<file path="config.mk">
export PLATFORM = sky130hd
export DESIGN_NAME = player_attack_combo
export DESIGN_NICKNAME = d
export VERILOG_FILES = /design/src/rtl/player_attack_combo.sv
export SDC_FILE = /design/constraint.sdc
export NUM_CORES = 1
export LEC_CHECK = 0
export CAP_MARGIN = 20
export CORE_AREA = 2 2 66 68
export DETAILED_ROUTE_END_ITERATION = 10
export DIE_AREA = 0 0 68 70
export PLACE_DENSITY = 0.69
export REMOVE_ABC_BUFFERS = 1
export SYNTH_ARGS = -nofsm -noshare
export SYNTH_HDL_FRONTEND = slang
export SYNTH_SLANG_ARGS = --single-unit
</file>
<file path="constraint.sdc">
create_clock -name clk -period 7.55 [get_ports clk]
set_clock_uncertainty 0.15 [all_clocks]
set_input_delay 1.51 -clock clk [delete_from_list [all_inputs] [get_ports clk]]
set_output_delay 1.51 -clock clk [all_outputs]
set_load 0.05 [all_outputs]
</file>
<file path="src/rtl/player_attack_combo.sv">
`default_nettype none
// +--------------------------------------------------------------------------+
// | player_attack_combo                                                      |
// | Three-type attack controller with buffered combo chaining, cooldown and  |
// | hit-stun abort; advances only on SCEN ticks.                             |
// | Rev 1.0                                                                  |
// +--------------------------------------------------------------------------+
module player_attack_combo #(
  parameter int FRAME_W    = 6,
  parameter int ATK1_TOTAL = 18,
  parameter int ATK1_START = 4,
  parameter int ATK1_END   = 10,
  parameter int ATK2_TOTAL = 24,
  parameter int ATK2_START = 6,
  parameter int ATK2_END   = 14,
  parameter int ATK3_TOTAL = 30,
  parameter int ATK3_START = 10,
  parameter int ATK3_END   = 20,
  parameter int BUFFER_WIN = 6,
  parameter int COOLDOWN   = 8,
  parameter int MAX_COMBO  = 3
) (
  input  logic               clk,
  input  logic               reset,
  input  logic               SCEN,
  input  logic               attack_enable,
  input  logic               attack1,
  input  logic               attack2,
  input  logic               attack3,
  input  logic               hit_stun,
  output logic               attack_busy,
  output logic               attack_active,
  output logic [1:0]         attack_type,
  output logic [FRAME_W-1:0] attack_frame,
  output logic               attack_start,
  output logic               cooldown_active,
  output logic [1:0]         combo_count
);

  localparam int c_CD_W = (COOLDOWN > 1) ? $clog2(COOLDOWN) : 1;
  localparam logic [c_CD_W-1:0] c_CD_LOAD = c_CD_W'((COOLDOWN > 0) ? COOLDOWN - 1 : 0);
  localparam logic [FRAME_W:0]  c_BUF_WIN = (FRAME_W+1)'(BUFFER_WIN);

  typedef enum logic [1:0] {
    S_IDLE     = 2'd0,
    S_ATTACK   = 2'd1,
    S_COOLDOWN = 2'd2
  } state_t;

  state_t              r_state, w_state;
  logic [1:0]          r_type, w_type;
  logic [FRAME_W-1:0]  r_frame, w_frame;
  logic [1:0]          r_combo, w_combo;
  logic                r_buf_valid, w_buf_valid;
  logic [1:0]          r_buf_type, w_buf_type;
  logic [c_CD_W-1:0]   r_cd_cnt, w_cd_cnt;
  logic                r_active, w_active;
  logic                r_start, w_start;
  logic                r_cd_active, w_cd_active;

  logic                w_req;
  logic [1:0]          w_req_type;
  logic [FRAME_W:0]    w_tot, w_win_start, w_win_end;
  logic                w_in_win, w_last;

  function automatic logic [FRAME_W:0] f_total(input logic [1:0] t);
    case (t)
      2'd1:    f_total = (FRAME_W+1)'(ATK1_TOTAL);
      2'd2:    f_total = (FRAME_W+1)'(ATK2_TOTAL);
      2'd3:    f_total = (FRAME_W+1)'(ATK3_TOTAL);
      default: f_total = '0;
    endcase
  endfunction

  function automatic logic [FRAME_W:0] f_start(input logic [1:0] t);
    case (t)
      2'd1:    f_start = (FRAME_W+1)'(ATK1_START);
      2'd2:    f_start = (FRAME_W+1)'(ATK2_START);
      2'd3:    f_start = (FRAME_W+1)'(ATK3_START);
      default: f_start = '0;
    endcase
  endfunction

  function automatic logic [FRAME_W:0] f_end(input logic [1:0] t);
    case (t)
      2'd1:    f_end = (FRAME_W+1)'(ATK1_END);
      2'd2:    f_end = (FRAME_W+1)'(ATK2_END);
      2'd3:    f_end = (FRAME_W+1)'(ATK3_END);
      default: f_end = '0;
    endcase
  endfunction

  always_comb begin
    w_req      = attack1 | attack2 | attack3;
    w_req_type = attack3 ? 2'd3 : (attack2 ? 2'd2 : (attack1 ? 2'd1 : 2'd0));
    w_tot      = f_total(r_type);
    w_in_win   = ({1'b0, r_frame} >= (w_tot - c_BUF_WIN));
    w_last     = ({1'b0, r_frame} == (w_tot - 1'b1));
  end

  always_comb begin
    w_state     = r_state;
    w_type      = r_type;
    w_frame     = r_frame;
    w_combo     = r_combo;
    w_buf_valid = r_buf_valid;
    w_buf_type  = r_buf_type;
    w_cd_cnt    = r_cd_cnt;
    w_cd_active = r_cd_active;
    w_start     = 1'b0;

    if (SCEN) begin
      if (hit_stun) begin
        w_state     = S_IDLE;
        w_type      = 2'd0;
        w_frame     = '0;
        w_combo     = 2'd0;
        w_buf_valid = 1'b0;
        w_buf_type  = 2'd0;
        w_cd_cnt    = '0;
        w_cd_active = 1'b0;
      end else if (attack_enable) begin
        case (r_state)
          S_IDLE: begin
            if (w_req) begin
              w_state = S_ATTACK;
              w_type  = w_req_type;
              w_frame = '0;
              w_combo = 2'd0;
              w_start = 1'b1;
            end
          end
          S_ATTACK: begin
            // A press on the final frame still counts toward the chain decision.
            if (w_req && w_in_win) begin
              w_buf_valid = 1'b1;
              w_buf_type  = w_req_type;
            end
            if (w_last) begin
              w_buf_valid = 1'b0;
              w_buf_type  = 2'd0;
              w_frame     = '0;
              if ((r_buf_valid || (w_req && w_in_win)) && (int'(r_combo) < MAX_COMBO - 1)) begin
                w_type  = (w_req && w_in_win) ? w_req_type : r_buf_type;
                w_combo = r_combo + 2'd1;
                w_start = 1'b1;
              end else begin
                w_type  = 2'd0;
                w_combo = 2'd0;
                if (COOLDOWN == 0) begin
                  w_state = S_IDLE;
                end else begin
                  w_state     = S_COOLDOWN;
                  w_cd_cnt    = c_CD_LOAD;
                  w_cd_active = 1'b1;
                end
              end
            end else begin
              w_frame = r_frame + FRAME_W'(1);
            end
          end
          S_COOLDOWN: begin
            if (r_cd_cnt == '0) begin
              w_cd_active = 1'b0;
              w_state     = S_IDLE;
              if (w_req) begin
                w_state = S_ATTACK;
                w_type  = w_req_type;
                w_frame = '0;
                w_combo = 2'd0;
                w_start = 1'b1;
              end
            end else begin
              w_cd_cnt = r_cd_cnt - c_CD_W'(1);
            end
          end
          default: w_state = S_IDLE;
        endcase
      end
    end

    w_win_start = f_start(w_type);
    w_win_end   = f_end(w_type);
    w_active    = (w_state == S_ATTACK) &&
                  ({1'b0, w_frame} >= w_win_start) && ({1'b0, w_frame} <= w_win_end);
  end

  always_ff @(posedge clk or posedge reset) begin
    if (reset) begin
      r_state     <= S_IDLE;
      r_type      <= 2'd0;
      r_frame     <= '0;
      r_combo     <= 2'd0;
      r_buf_valid <= 1'b0;
      r_buf_type  <= 2'd0;
      r_cd_cnt    <= '0;
      r_active    <= 1'b0;
      r_start     <= 1'b0;
      r_cd_active <= 1'b0;
    end else begin
      r_state     <= w_state;
      r_type      <= w_type;
      r_frame     <= w_frame;
      r_combo     <= w_combo;
      r_buf_valid <= w_buf_valid;
      r_buf_type  <= w_buf_type;
      r_cd_cnt    <= w_cd_cnt;
      r_active    <= w_active;
      r_start     <= w_start;
      r_cd_active <= w_cd_active;
    end
  end

  assign attack_busy     = (r_state == S_ATTACK);
  assign attack_active   = r_active;
  assign attack_type     = r_type;
  assign attack_frame    = r_frame;
  assign attack_start    = r_start;
  assign cooldown_active = r_cd_active;
  assign combo_count     = r_combo;

endmodule
`default_nettype wire

</file>
==> metrics.yaml <==
placement:
  placed_cell_area_um2: 2150
  portBuffers: 21
  hpwl_um: 3770
  post-place-ws_ns: 2.69
  gp_congestion: 0.945
clock_network:
  cts_tree: "done"
  cts.sinks: 21
  postCtsHoldBufs: 0
  cts_buffers: 3
  clk_pin_slew_ns: 0.08
  clk_latency_ns: 0.27
  clk_path_buf_depth: 2
  root_buffer: "clkbuf_8"
  htree_num_levels: 1
  cts.repair.resized: 0
  postCtsSetupRepairBufs: 0
cells_and_area:
  final_cell_mix: "24 x ha_1, 21 x inv_1, 21 x o21ai_0, 21 x dfrtp_1, 21 x clkdlybuf4s50_1"
  nFillCells: 395
  multi_input_area_um2: 1260
  layout_commonest_cell: "ha_1"
  final_cell_area_um2: 2200
  drive_gt1_share_pct: 9.84
  antenna_cells: 0
  seqCellArea_um2: 526
  fin_util_pct: 53.0
  final_nets: 277
  syn_to_final_growth_pct: 16.1
power:
  ir_drop_mv: 0.103
  leakage_nw: 0.948
  powerDensity_nw_per_um2: 152
run_status:
  status: "completed"
die:
  io_pins: 22
  fp.dieW_um: 68
  dieHeight_um: 70
  initial_core_util_pct: 45.7
  core_um2: 4140
  design.die.area_um2: 4760
  num_rows: 24
grt:
  grt_antenna_before_repair: 0
  grt_pass1_wl_um: 8020
  gr-total-overflow: 0
  grt_max_degree: 22
  grt_pass1_vias: 1628
  grt_usage_pct: 22.4
run:
  max_cap_viol_count: 0
timing:
  layout_setup_ws_ns: 2.90
  fin_crit_ns: 4.65
  period_share_pct: 61.6
  finalMaxSlewViolations: 0
  rsz0062_at_grt: "false"
  worst_pin_slew_ns: 0.815
  max_slew_margin_pct: 45.6
  fin_setup_tns_ns: 0
  setup_viol: 0
  max_freq_ghz: 0.215
  hold_viol_final: 0
setup_path:
  r2r_start: "attack_type[0]"
  cp.required_ns: 7.58
  path_max_fanout: 10
  cp.arrival_ns: 4.68
  crit_start: "SCEN"
  start_kind: "input port"
  worst_setup_path_end_kind: "register"
  critPathKind: "in -> reg"
yosys:
  postSynthCellCount: 222
  synth_seq_area_share_pct: 27.7
  synth_area_um2: 1890
  synth_edf_count: 0
  yosys.cell_types.count: 62
  ys_async_sr_fraction_pct: 100
  avgSynthCellArea_um2: 8.53
  yosys_warnings: 0
  synth-seq-cells: 21
  synth-main-ff-cell: "dfrtp_1"
detailed_routing:
  routed_wl_um: 4910
  routedWlPerCell_um: 16.6
  ant_nets: 0
  drt_first_pass_iters: 5
  vias: 1703
  vias_per_cell: 5.75
  drt_iter0_markers: 114
  drc: 0
hold_path:
  hold_path.class: "reg -> reg"
  hp-start: "combo_count[0]"
registers in the layout, indices dropped and copies added (netlist names):
signal and count:
combo_count 2, r_state 2, r_cd_cnt 3, attack_active 1, cooldown_active 1, r_buf_valid 1
attack_frame 6, attack_type 2, attack_start 1, r_buf_type 2
path summary, 6_finish.rpt:
| path | end | slack (ns) | depth (start not counted) |
|---|---|---|---|
| min in group asynchronous | attack_type[0] | 1.54 | 2 |
| hold / removal | combo_count[0] | 0.39 | 1 |
| hold reg to reg | combo_count[0] | 0.39 | 1 |
| max in group asynchronous | attack_frame[1] | 5.20 | 2 |
| setup reg to reg | attack_active | 3.27 | 19 |
| setup / recovery | attack_active | 2.90 | 16 |
cell type report:
type	count	share of cell area [%]
Clock buffer	3	1.88
Inverter	23	3.93
Clock inverter	1	0.341
Sequential cell	21	23.9
Multi-Input combinational cell	175	57.4
Timing Repair Buffer	21	9.56
Tap cell	52	2.96
Yosys cell counts (3+ instances only):
library cell  number  area, µm²
o21ai_0           21        105
o22ai_1            4       25.0
a21oi_1           12       60.1
a31oi_1            4       25.0
nand4_1            4       25.0
ha_1              24        300
inv_1             21       78.8
nor2b_1            3       18.8
nand2b_1           4       25.0
nor2_1            17       63.8
dfrtp_1           21        526
o21ai_1            3       15.0
o2bb2ai_1          3       26.3
nand3_1            7       35.0
nand2_1           15       56.3
nor3_1             5       25.0
stage by stage:
| step | instances | hold WS, ns | total power, W |
|---|---|---|---|
| after CTS | 296 | 0.394 | 0.000337 |
| final | 296 | 0.390 | 0.000335 |
| after global routing | 296 | 0.419 | 0.000358 |
| after detailed placement | 292 | 0.377 | 0.000258 |
| after floorplan | 219 | 0.350 | 0.000221 |
| after global placement | 292 | 0.382 | 0.000257 |
layer usage:
metal / GRT usage [%] / part of all wire, %
met5: 0 / 0
met4: 8.00 / 2.5
met3: 4.35 / 3.6
met2: 34.7 / 49
met1: 30.8 / 45
critical path, stage by stage:
cell             delay [ns]
clkdlybuf4s50_1        0.67
nand2_2                0.15
nor2_1                 0.18
nand2_1                0.12
a21oi_1                0.21
nand3_1                0.13
o21ai_0                0.33
ha_1                   0.21
nor2_1                 0.06
ha_1                   0.28
nor2b_1                0.13
o21ai_0                0.13
nand2b_1               0.07
a21oi_1                0.13
o21bai_1               0.10
nor4b_4                0.24
cell families (layout without fill, tap and decap cells):
logic type	after synthesis	in the layout	synth area share, %
simple gates	76	76	23.5
buf+inv	26	48	5.61
compound gates	72	72	25.8
flops	21	21	27.7
fa+ha+maj	24	24	15.9
mux	1	1	0.594
xor+xnor	2	2	0.925
power by group:
group	switching, W	total, W	leakage [nW]	internal (W)
clock	0.0000417	0.0000791	0.0217	0.0000374
combinational	0.0000774	0.000126	0.643	0.0000481
sequential	0.0000106	0.000131	0.284	0.000120
total	0.000130	0.000335	0.948	0.000205
Note: power is estimated with default switching activity, not from simulation.
